`src/rtl/midi_cmd_master_if.sv`:
```
// Avalon-MM write-only channel between the MIDI command master and the synthesizer slave.
interface midi_cmd_master_if;
    logic        avm_m0_write;
    logic [31:0] avm_m0_writedata;
    logic        avm_m0_waitrequest;

    modport master (
        output avm_m0_write,
        output avm_m0_writedata,
        input  avm_m0_waitrequest
    );

    modport slave (
        input  avm_m0_write,
        input  avm_m0_writedata,
        output avm_m0_waitrequest
    );
endinterface

```
`src/rtl/midi_cmd_master.sv`:
```
// MIDI byte-stream parser feeding a command FIFO that is drained over an Avalon-MM master.
// Note on/off and all-notes-off commands are forwarded; everything else is filtered out.
module midi_cmd_master #(
    parameter int unsigned CHANNEL = 0,
    parameter int unsigned OMNI    = 0,
    parameter int unsigned DEPTH   = 8,
    localparam int unsigned AW     = $clog2(DEPTH)
) (
    input  logic                 clk,
    input  logic                 reset,
    input  logic [7:0]           i_byte,
    input  logic                 i_byte_valid,
    midi_cmd_master_if.master    avm_m0,
    output logic [AW:0]          o_fifo_count,
    output logic [7:0]           o_drop_count
);

    typedef enum logic [1:0] {StIdle, StData1, StData2, StSkip} parse_st_e;
    typedef enum logic [1:0] {StMstIdle, StMstLoad, StMstWrite} mst_st_e;

    parse_st_e   state_q, state_d;
    logic [7:0]  rs_q, rs_d;
    logic        rs_valid_q, rs_valid_d;
    logic [6:0]  d1_q, d1_d;
    logic        cmd_valid;
    logic [15:0] cmd;

    logic [15:0] mem_q [DEPTH];
    logic [AW-1:0] wr_ptr_q, rd_ptr_q;
    logic [AW:0]   count_q;
    logic [7:0]    drop_q;
    logic          full, push, pop, drop;

    mst_st_e     mst_q, mst_d;
    logic        write_q, write_d;
    logic [31:0] wdata_q, wdata_d;

    function automatic logic is_tracked(input logic [7:0] st);
        logic kind_ok;
        logic chan_ok;
        kind_ok = (st[7:4] == 4'h8) || (st[7:4] == 4'h9) || (st[7:4] == 4'hB);
        chan_ok = (OMNI != 0) || (st[3:0] == 4'(CHANNEL));
        return kind_ok && chan_ok;
    endfunction

    logic is_sys, is_status;
    assign is_sys    = (i_byte[7:3] == 5'b11110);
    assign is_status = i_byte[7] && (i_byte[7:4] != 4'hF);

    always_comb begin
        state_d    = state_q;
        rs_d       = rs_q;
        rs_valid_d = rs_valid_q;
        d1_d       = d1_q;
        cmd_valid  = 1'b0;
        cmd        = 16'h0000;
        // Realtime bytes (F8-FF) fall through every branch and leave state untouched.
        if (i_byte_valid) begin
            if (is_sys) begin
                rs_valid_d = 1'b0;
                state_d    = StIdle;
            end else if (is_status) begin
                rs_d       = i_byte;
                rs_valid_d = 1'b1;
                state_d    = StData1;
            end else if (!i_byte[7]) begin
                case (state_q)
                    StIdle, StData1: begin
                        if (state_q == StData1 || rs_valid_q) begin
                            if (is_tracked(rs_q)) begin
                                d1_d    = i_byte[6:0];
                                state_d = StData2;
                            end else if (rs_q[7:5] == 3'b110) begin
                                state_d = StIdle;
                            end else begin
                                state_d = StSkip;
                            end
                        end
                    end
                    StData2: begin
                        state_d = StIdle;
                        case (rs_q[7:4])
                            4'h9: begin
                                cmd_valid = 1'b1;
                                cmd = (i_byte != 8'h00) ? {1'b1, d1_q, i_byte}
                                                        : {1'b0, d1_q, 8'h00};
                            end
                            4'h8: begin
                                cmd_valid = 1'b1;
                                cmd       = {1'b0, d1_q, 8'h00};
                            end
                            4'hB: begin
                                if (d1_q == 7'd123) begin
                                    cmd_valid = 1'b1;
                                    cmd       = 16'h7F00;
                                end
                            end
                            default: ;
                        endcase
                    end
                    default: state_d = StIdle;
                endcase
            end
        end
    end

    always_ff @(posedge clk) begin
        if (!reset) begin
            state_q    <= StIdle;
            rs_q       <= 8'h00;
            rs_valid_q <= 1'b0;
            d1_q       <= 7'h00;
        end else begin
            state_q    <= state_d;
            rs_q       <= rs_d;
            rs_valid_q <= rs_valid_d;
            d1_q       <= d1_d;
        end
    end

    // The head entry stays queued until the slave accepts it, so it counts towards occupancy.
    assign full = (count_q == (AW + 1)'(DEPTH));
    assign pop  = (mst_q == StMstWrite) && !avm_m0.avm_m0_waitrequest;
    assign push = cmd_valid && (!full || pop);
    assign drop = cmd_valid && full && !pop;

    always_ff @(posedge clk) begin
        if (push) begin
            mem_q[wr_ptr_q] <= cmd;
        end
    end

    always_ff @(posedge clk) begin
        if (!reset) begin
            wr_ptr_q <= '0;
            rd_ptr_q <= '0;
            count_q  <= '0;
            drop_q   <= 8'h00;
        end else begin
            if (push) begin
                wr_ptr_q <= wr_ptr_q + 1'b1;
            end
            if (pop) begin
                rd_ptr_q <= rd_ptr_q + 1'b1;
            end
            if (push && !pop) begin
                count_q <= count_q + 1'b1;
            end else if (pop && !push) begin
                count_q <= count_q - 1'b1;
            end
            if (drop && drop_q != 8'hFF) begin
                drop_q <= drop_q + 1'b1;
            end
        end
    end

    always_comb begin
        mst_d   = mst_q;
        write_d = write_q;
        wdata_d = wdata_q;
        case (mst_q)
            StMstIdle: begin
                if (count_q != '0) begin
                    wdata_d = {16'h0000, mem_q[rd_ptr_q]};
                    mst_d   = StMstLoad;
                end
            end
            StMstLoad: begin
                write_d = 1'b1;
                mst_d   = StMstWrite;
            end
            StMstWrite: begin
                if (!avm_m0.avm_m0_waitrequest) begin
                    write_d = 1'b0;
                    mst_d   = StMstIdle;
                end
            end
            default: begin
                write_d = 1'b0;
                mst_d   = StMstIdle;
            end
        endcase
    end

    always_ff @(posedge clk) begin
        if (!reset) begin
            mst_q   <= StMstIdle;
            write_q <= 1'b0;
            wdata_q <= 32'h0;
        end else begin
            mst_q   <= mst_d;
            write_q <= write_d;
            wdata_q <= wdata_d;
        end
    end

    assign avm_m0.avm_m0_write     = write_q;
    assign avm_m0.avm_m0_writedata = wdata_q;
    assign o_fifo_count            = count_q;
    assign o_drop_count            = drop_q;

endmodule

```
`src/flat_wrapper.sv`:
```
// flat-port wrapper written by rule: the top's interface ports become plain ports
module midi_cmd_master_flat 
#(
    parameter int unsigned CHANNEL = 0,
    parameter int unsigned OMNI    = 0,
    parameter int unsigned DEPTH   = 8,
    localparam int unsigned AW     = $clog2(DEPTH)
)
  (clk, reset, i_byte, i_byte_valid, o_fifo_count, o_drop_count, avm_m0_avm_m0_write, avm_m0_avm_m0_writedata, avm_m0_avm_m0_waitrequest);
  midi_cmd_master_if avm_m0_i ();
  input  logic clk;
  input  logic reset;
  input  logic [7:0] i_byte;
  input  logic i_byte_valid;
  output logic [AW:0] o_fifo_count;
  output logic [7:0] o_drop_count;
  output wire logic [$bits(avm_m0_i.avm_m0_write)-1:0] avm_m0_avm_m0_write;
  output wire logic [$bits(avm_m0_i.avm_m0_writedata)-1:0] avm_m0_avm_m0_writedata;
  input wire logic [$bits(avm_m0_i.avm_m0_waitrequest)-1:0] avm_m0_avm_m0_waitrequest;
  assign avm_m0_avm_m0_write = avm_m0_i.avm_m0_write;
  assign avm_m0_avm_m0_writedata = avm_m0_i.avm_m0_writedata;
  assign avm_m0_i.avm_m0_waitrequest = avm_m0_avm_m0_waitrequest;
  midi_cmd_master #(.CHANNEL(CHANNEL), .OMNI(OMNI), .DEPTH(DEPTH)) u_core (.clk(clk), .reset(reset), .i_byte(i_byte), .i_byte_valid(i_byte_valid), .avm_m0(avm_m0_i), .o_fifo_count(o_fifo_count), .o_drop_count(o_drop_count));
endmodule
```
`config.mk`:
```
export PLATFORM = sky130hd
export DESIGN_NAME = midi_cmd_master_flat
export DESIGN_NICKNAME = d
export VERILOG_FILES = /design/src/rtl/midi_cmd_master_if.sv /design/src/rtl/midi_cmd_master.sv /design/src/flat_wrapper.sv
export SDC_FILE = /design/constraint.sdc
export NUM_CORES = 1
export LEC_CHECK = 0
export ABC_CLOCK_PERIOD_IN_PS = 3850
export CAP_MARGIN = 15
export CORE_ASPECT_RATIO = 1.4
export CORE_MARGIN = 2
export CORE_UTILIZATION = 52
export DETAILED_ROUTE_END_ITERATION = 8
export PLACE_DENSITY = 0.75
export SLEW_MARGIN = 20
export SYNTH_ARGS = -nofsm -noshare
export SYNTH_HDL_FRONTEND = slang
export SYNTH_SLANG_ARGS = --single-unit
```
`constraint.sdc`:
```
create_clock -name clk -period 3.85 [get_ports clk]
set_input_delay 0.77 -clock clk [delete_from_list [all_inputs] [get_ports clk]]
set_output_delay 0.77 -clock clk [all_outputs]
set_load 0.02 [all_outputs]
```
**Word-level counts from Yosys, hierarchy flattened**

Memory sizes are Yosys's and may differ from the RTL's. A register that Yosys moved wholly into a read port is not among the register bits.
Index checks and enable logic that the tools add are counted.

- Bits in registers: 39
- Bits in writable memories: 128
- Input bits: 12
- Memories kept: 1

Memory list:

| memory | depth | width | read ports | clocked after Yosys merged registers in | wr ports | line | RTL |
|---|---|---|---|---|---|---|---|
| u_core.mem_q | 8 | 16 | 1 | 1 | 1 | midi_cmd_master.sv:28 | `logic [15:0] mem_q [DEPTH];` |

- Add/sub/neg operators: 5
- Equality and inequality tests: 17
- Muxes and demuxes: 33
- Bitwise gates (word level): 4
- Reductions and logical operators: 34

Operator list:

| operator | number |
|---|---|
| 2-to-1 mux 16 bit | 6 |
| one-hot mux 16 bit (3 select lines) | 1 |
| 2-to-1 mux 2 bit | 9 |
| equality test 4 bit (second input constant) | 4 |
| 2-to-1 mux 15 bit | 1 |
| 2-to-1 mux 1 bit | 11 |
| logical AND 1 bit | 9 |
| adder 8 x 1 -> 8 bit (second input constant) | 1 |
| 2-to-1 mux 4 bit | 2 |
| != test 8 bit (second input constant) | 1 |
| AND reduction 2 bit | 4 |
| nonzero test 8 bit | 1 |
| equality test 7 bit (second input constant) | 1 |
| AND reduction 7 bit | 1 |
| adder 3 x 1 -> 3 bit (second input constant) | 2 |
| one-hot mux 2 bit (3 select lines) | 1 |
| AND reduction 3 bit | 2 |
| equality test 5 bit (second input constant) | 1 |
| logical NOT 1 bit | 5 |
| adder 4 x 1 -> 4 bit (second input constant) | 1 |
| equality test 2 x 1 -> 1 bit (second input constant) | 2 |
| equality test 2 bit (second input constant) | 2 |
| logical NOT 2 bit | 2 |
| logical NOT 4 bit | 1 |
| 14 further kinds | 22 |

**Logic depth before layout (Yosys ltp)**

- Depth in word-level cells: 13
- Mapped depth: 14
- Mapped depth without buffers: 13

**Worst setup path before layout**

No wires, ideal clock.

- Path kind: input -> register
- Start: input avm_m0_avm_m0_waitrequest
- End: memory u_core.mem_q[2][0] (enable)
- Setup time: 0.431 ns
- Arrival: 3.431 ns
- Required time: 3.419 ns
- Path slack: -0.012 ns
- Stages: 6
- Path buffers: 1
- Cell sequence: nor3b_4 -> inv_2 -> and3_4 -> or3_4 -> buf_6 -> nor4b_1

- Cells in the longest elaborated chain, start to end: 6

RTL lines:

| item | line | RTL |
|---|---|---|
| start, declared | flat_wrapper.sv:19 | `input wire logic [$bits(avm_m0_i.avm_m0_waitrequest)-1:0] avm_m0_avm_m0_waitrequest;` |
| logical NOT 1 bit | midi_cmd_master.sv:123 | `assign pop = (mst_q == StMstWrite) && !avm_m0.avm_m0_waitrequest;` |
| logical AND 1 bit | midi_cmd_master.sv:123 |  |
| logical OR 1 bit | midi_cmd_master.sv:124 | `assign push = cmd_valid && (!full \|\| pop);` |
| logical AND 1 bit | midi_cmd_master.sv:124 |  |
| 2-to-1 mux 1 bit | midi_cmd_master.sv:128 | `if (push) begin` |
| 2-to-1 mux 1 bit (not written as such) | midi_cmd_master.sv:129 | `mem_q[wr_ptr_q] <= cmd;` |
| end, declared | midi_cmd_master.sv:28 |  |

No other way between the ends.

**Worst setup path after layout**

- Start: input i_byte_valid
- End: register u_core.count_q[3], in the netlist u_core.o_fifo_count[3]

- Cells in the longest elaborated chain, start to end: 5
- Elaborated cells between the ends (all ways): 7
- Classes of those cells: mux (2); reduce/logical (5)

RTL lines:

| item | line | RTL |
|---|---|---|
| start, declared | flat_wrapper.sv:14 | `input logic i_byte_valid;` |
| 2-to-1 mux 1 bit (*) | midi_cmd_master.sv:58 | `if (i_byte_valid) begin` |
| logical AND 1 bit (*) | midi_cmd_master.sv:124 |  |
| named net u_core.push | midi_cmd_master.sv:32 | `logic full, push, pop, drop;` |
| logical NOT 1 bit | midi_cmd_master.sv:148 | `end else if (pop && !push) begin` |
| logical AND 1 bit | midi_cmd_master.sv:148 |  |
| nonzero test 2 bit (no line) | n/a |  |
| end signal, assigned | midi_cmd_master.sv:147 | `count_q <= count_q + 1'b1;` |
| end signal, assigned | midi_cmd_master.sv:149 | `count_q <= count_q - 1'b1;` |
| end, declared | midi_cmd_master.sv:30 | `logic [AW:0] count_q;` |

Mark *: on every way through the listed nets, which the timed path passes. The rest lies on a longest branch.
A chain may end at the register's enable or synchronous reset.

==> flow_metrics.tcl <==
set metrics [dict create \
    status "finished clean" \
    p_seq_frac 0.526 \
    ys_seq_area_frac 0.6645 \
    final-hold-violation-count 0 \
    max_stage_delay_ns 0.56 \
    dp_hpwl_mm 8.990 \
    synth.area.top_cells "edfxtp_1 (51%), dfxtp_1 (15%), mux4_2 (9.6%), mux2i_1 (4.5%), a21oi_1 (2.3%)" \
    htree_levels 4 \
    final_core_util 0.6239 \
    routedWlPerCell_um 18.74 \
    combPwrFrac 0.034 \
    yosysTopAreaCell "edfxtp_1" \
    rsz0062_at_grt "false" \
    power_frac_clock 0.440 \
    synthCells 472 \
    min-delay-start "u_core.o_drop_count[6]" \
    final_max_slew_viol_count 0 \
    ys_types 49 \
    worstMarginPinSlew_ns 1.062 \
    grt_pass1_vias 4216 \
    period_share 0.9009 \
    io_buffers 39 \
    io_pins 57 \
    ir_drop_mv 0.2747 \
    clk_pin_slew_ns 0.07 \
    die_h_um 141.8 \
    clockBufferDepth 2 \
    rrSetupSlack_ns 0.87 \
    finClkSkew_ns 0.01072 \
    p_leak_uw 0.003090 \
    grt_pass1_wl_mm 21.91 \
    synth-main-ff-cell "edfxtp_1" \
    grt_overflow 0 \
    setup_viol 0 \
    crit_type "input port to flop" \
    r2r-end "u_core.o_fifo_count[3]" \
    final_common_cell "edfxtp_1" \
    relSlewSlack 0.2911 \
    avgSynthCellArea_sq_um 14.93 \
    critPathBufInv 3 \
    slowest_stage "clkdlybuf4s50_1" \
    gr-usage-all-layers 0.2054 \
    firstDrtPassIters 4 \
    antenna_found_initial 0 \
    async_flop_share 0 \
    postCtsSetupRepairBufs 0 \
    holdBufCountCts 0 \
    drc 0 \
    ys_ff_latch 174 \
    synthDominantCellAreaShare 0.5112 \
    dieArea_sq_um 14520 \
    netSwitchingPower_uw 799.6 \
    fp.dieW_um 102.4 \
    p_int_uw 3007 \
    path_cells "clkdlybuf4s50_1 -> nor2b_1 -> nand4b_1 -> or3_4 -> inv_2 -> ha_1 -> inv_1 -> ha_1 -> a21o_1 -> a21oi_1 -> xnor2_1 -> or3_1 -> a21oi_1" \
    synth_edf_count 120 \
    layout.nets 549 \
    whs_ns 0.4955 \
    drt-total-wl_mm 13.59 \
    reg2reg_depth 13 \
    p_sw_frac 0.2101 \
    cts_inserted_buffers 17 \
    powerDensity_nw_per_um2 457.8 \
    final_antenna_net_count 0 \
    synth_warnings 0 \
    required_ns 4.20 \
    cp_data_arrival_time_ns 3.82 \
    num_vias 4098 \
    num_antenna_cells 0 \
    hold_end "u_core.o_drop_count[6]" \
    cts_root_buf "clkbuf_16" \
    layout-drive-gt1-share 0.1805 \
    final_cell_mix "edfxtp_1 (120), dfxtp_1 (52), clkdlybuf4s50_1 (39)" \
    cts_tree "done" \
    cp_max_fo 6 \
    min_period_ns 3.468 \
    cts_resized 0 \
    syn_area_sq_um 7049 \
    drv_cap 0 \
    clk_latency_ns 0.42 \
    crit_path_start_kind "input port" \
    dr.first_iter.drc_count 203 \
    setup.worst_path.end_class "flop" \
    fill_cells 989 \
    holdPathStages 2 \
    grt_max_degree 33 \
    clock.fmax_mhz 288.3 \
    initial_core_util 0.5290 \
    hp-class "flop to flop" \
    core_area_sq_um 13330 \
    syn_to_final_growth_pct 17.93 \
    rows 50 \
    viasPerCell 5.652 \
    critical_path.top_delay_family "simple AND/OR/NAND/NOR gates" \
    place_congestion 0.8522 \
    clock-sinks 174 \
    reg2reg_from "u_core.mst_q[1]" \
]
==> cells in the mapped netlist (3+ instances only) <==
cell type	n
edfxtp_1	120
dfxtp_1	54
a21oi_1	32
mux2i_1	32
mux4_2	30
nor2_1	28
o21ai_0	20
buf_4	17
clkbuf_1	17
nand2_1	15
and3_1	9
and2_1	7
nand3_1	7
ha_1	6
inv_1	6
nor3_1	6
nor4_1	6
o31ai_1	5
or4_1	5
nand2b_1	4
xnor2_1	4
nand4_1	3
or3_1	3
==> flip-flops by register name, summed over array words and instances, names as in the netlist <==
name and count:
u_core.o_drop_count 8, u_core.avm_m0.avm_m0_write 1, u_core.rd_ptr_q 3, u_core.wr_ptr_q 3, u_core.o_fifo_count 4, u_core.mem_q 120, u_core.mst_q 2, u_core.avm_m0.avm_m0_writedata 15
u_core.state_q 2, u_core.rs_q 8, u_core.d1_q 7, u_core.rs_valid_q 1
==> final cells by class <==
| type | instances | area [sq um] | share of cell area |
|---|---|---|---|
| clock buffer | 17 | 425.4 | 0.05117 |
| clock inverter | 15 | 161.4 | 0.01942 |
| inverter | 9 | 33.78 | 0.004064 |
| multi-input combinational | 266 | 2215 | 0.2664 |
| sequential | 174 | 4687 | 0.5638 |
| tap | 182 | 227.7 | 0.02739 |
| timing repair buffer | 62 | 563.0 | 0.06773 |
==> worst max-delay path by stage <==
| stage | from | end | cells after the start |
|---|---|---|---|
| 2_1_floorplan | avm_m0_avm_m0_waitrequest | u_core.mem_q[1][0] | 6 |
| 3_3_place_gp | i_byte_valid | u_core.o_fifo_count[3] | 13 |
| 3_5_place_dp | i_byte_valid | u_core.o_fifo_count[3] | 13 |
| 4_1_cts | i_byte_valid | u_core.o_fifo_count[3] | 13 |
| 5_1_grt | i_byte_valid | u_core.o_fifo_count[3] | 13 |
| 6_report | i_byte_valid | u_core.o_fifo_count[3] | 13 |
==> tightest hold or removal path, cell delays in order, from the launching register on <==
cell and delay, ns:
dfxtp_1 0.33, o31ai_1 0.07, a21oi_1 0.05
==> cells by family after synthesis <==
family,after synthesis,share of synthesized area
AOI/OAI and AO/OA,68,0.05360
xor gates and xnor gates,6,0.007455
adders and majority gates,7,0.01349
buffers and inverters,48,0.03603
DFF,174,0.6645
muxes,62,0.1413
other,1,0.0005320
and+or+nand+nor,106,0.08307
==> power groups by stage <==
stage / Combinational (uW) / Sequential (uW) / Clock, uW
6_report: 129 / 2000 / 1670
5_1_grt: 141 / 2000 / 1780
3_3_place_gp: 126 / 2040 / 0
3_5_place_dp: 129 / 2040 / 0
2_1_floorplan: 77.6 / 2050 / 0
4_1_cts: 129 / 2000 / 1710
==> metal layers <==
metal / GRT usage / routed length [um]
met1: 0.2464 / 5419
met2: 0.3629 / 7359
met3: 0.04335 / 556
met4: 0.07228 / 254
met5: 0 / 0
==> metrics by stage <==
stage	cells	setup slack (ns)	power, uW	area (sq um)	setup TNS, ns
4_1_cts	725	0.4230	3840	8313	0
3_3_place_gp	693	0.1613	2170	7726	0
5_1_grt	725	0.1951	3922	8313	0
6_report	725	0.3815	3806	8313	0
3_5_place_dp	693	-0.02868	2173	7726	-0.02868
2_1_floorplan	488	0.03036	2131	7116	0
No activity file was read; power rests on OpenSTA's default activity.
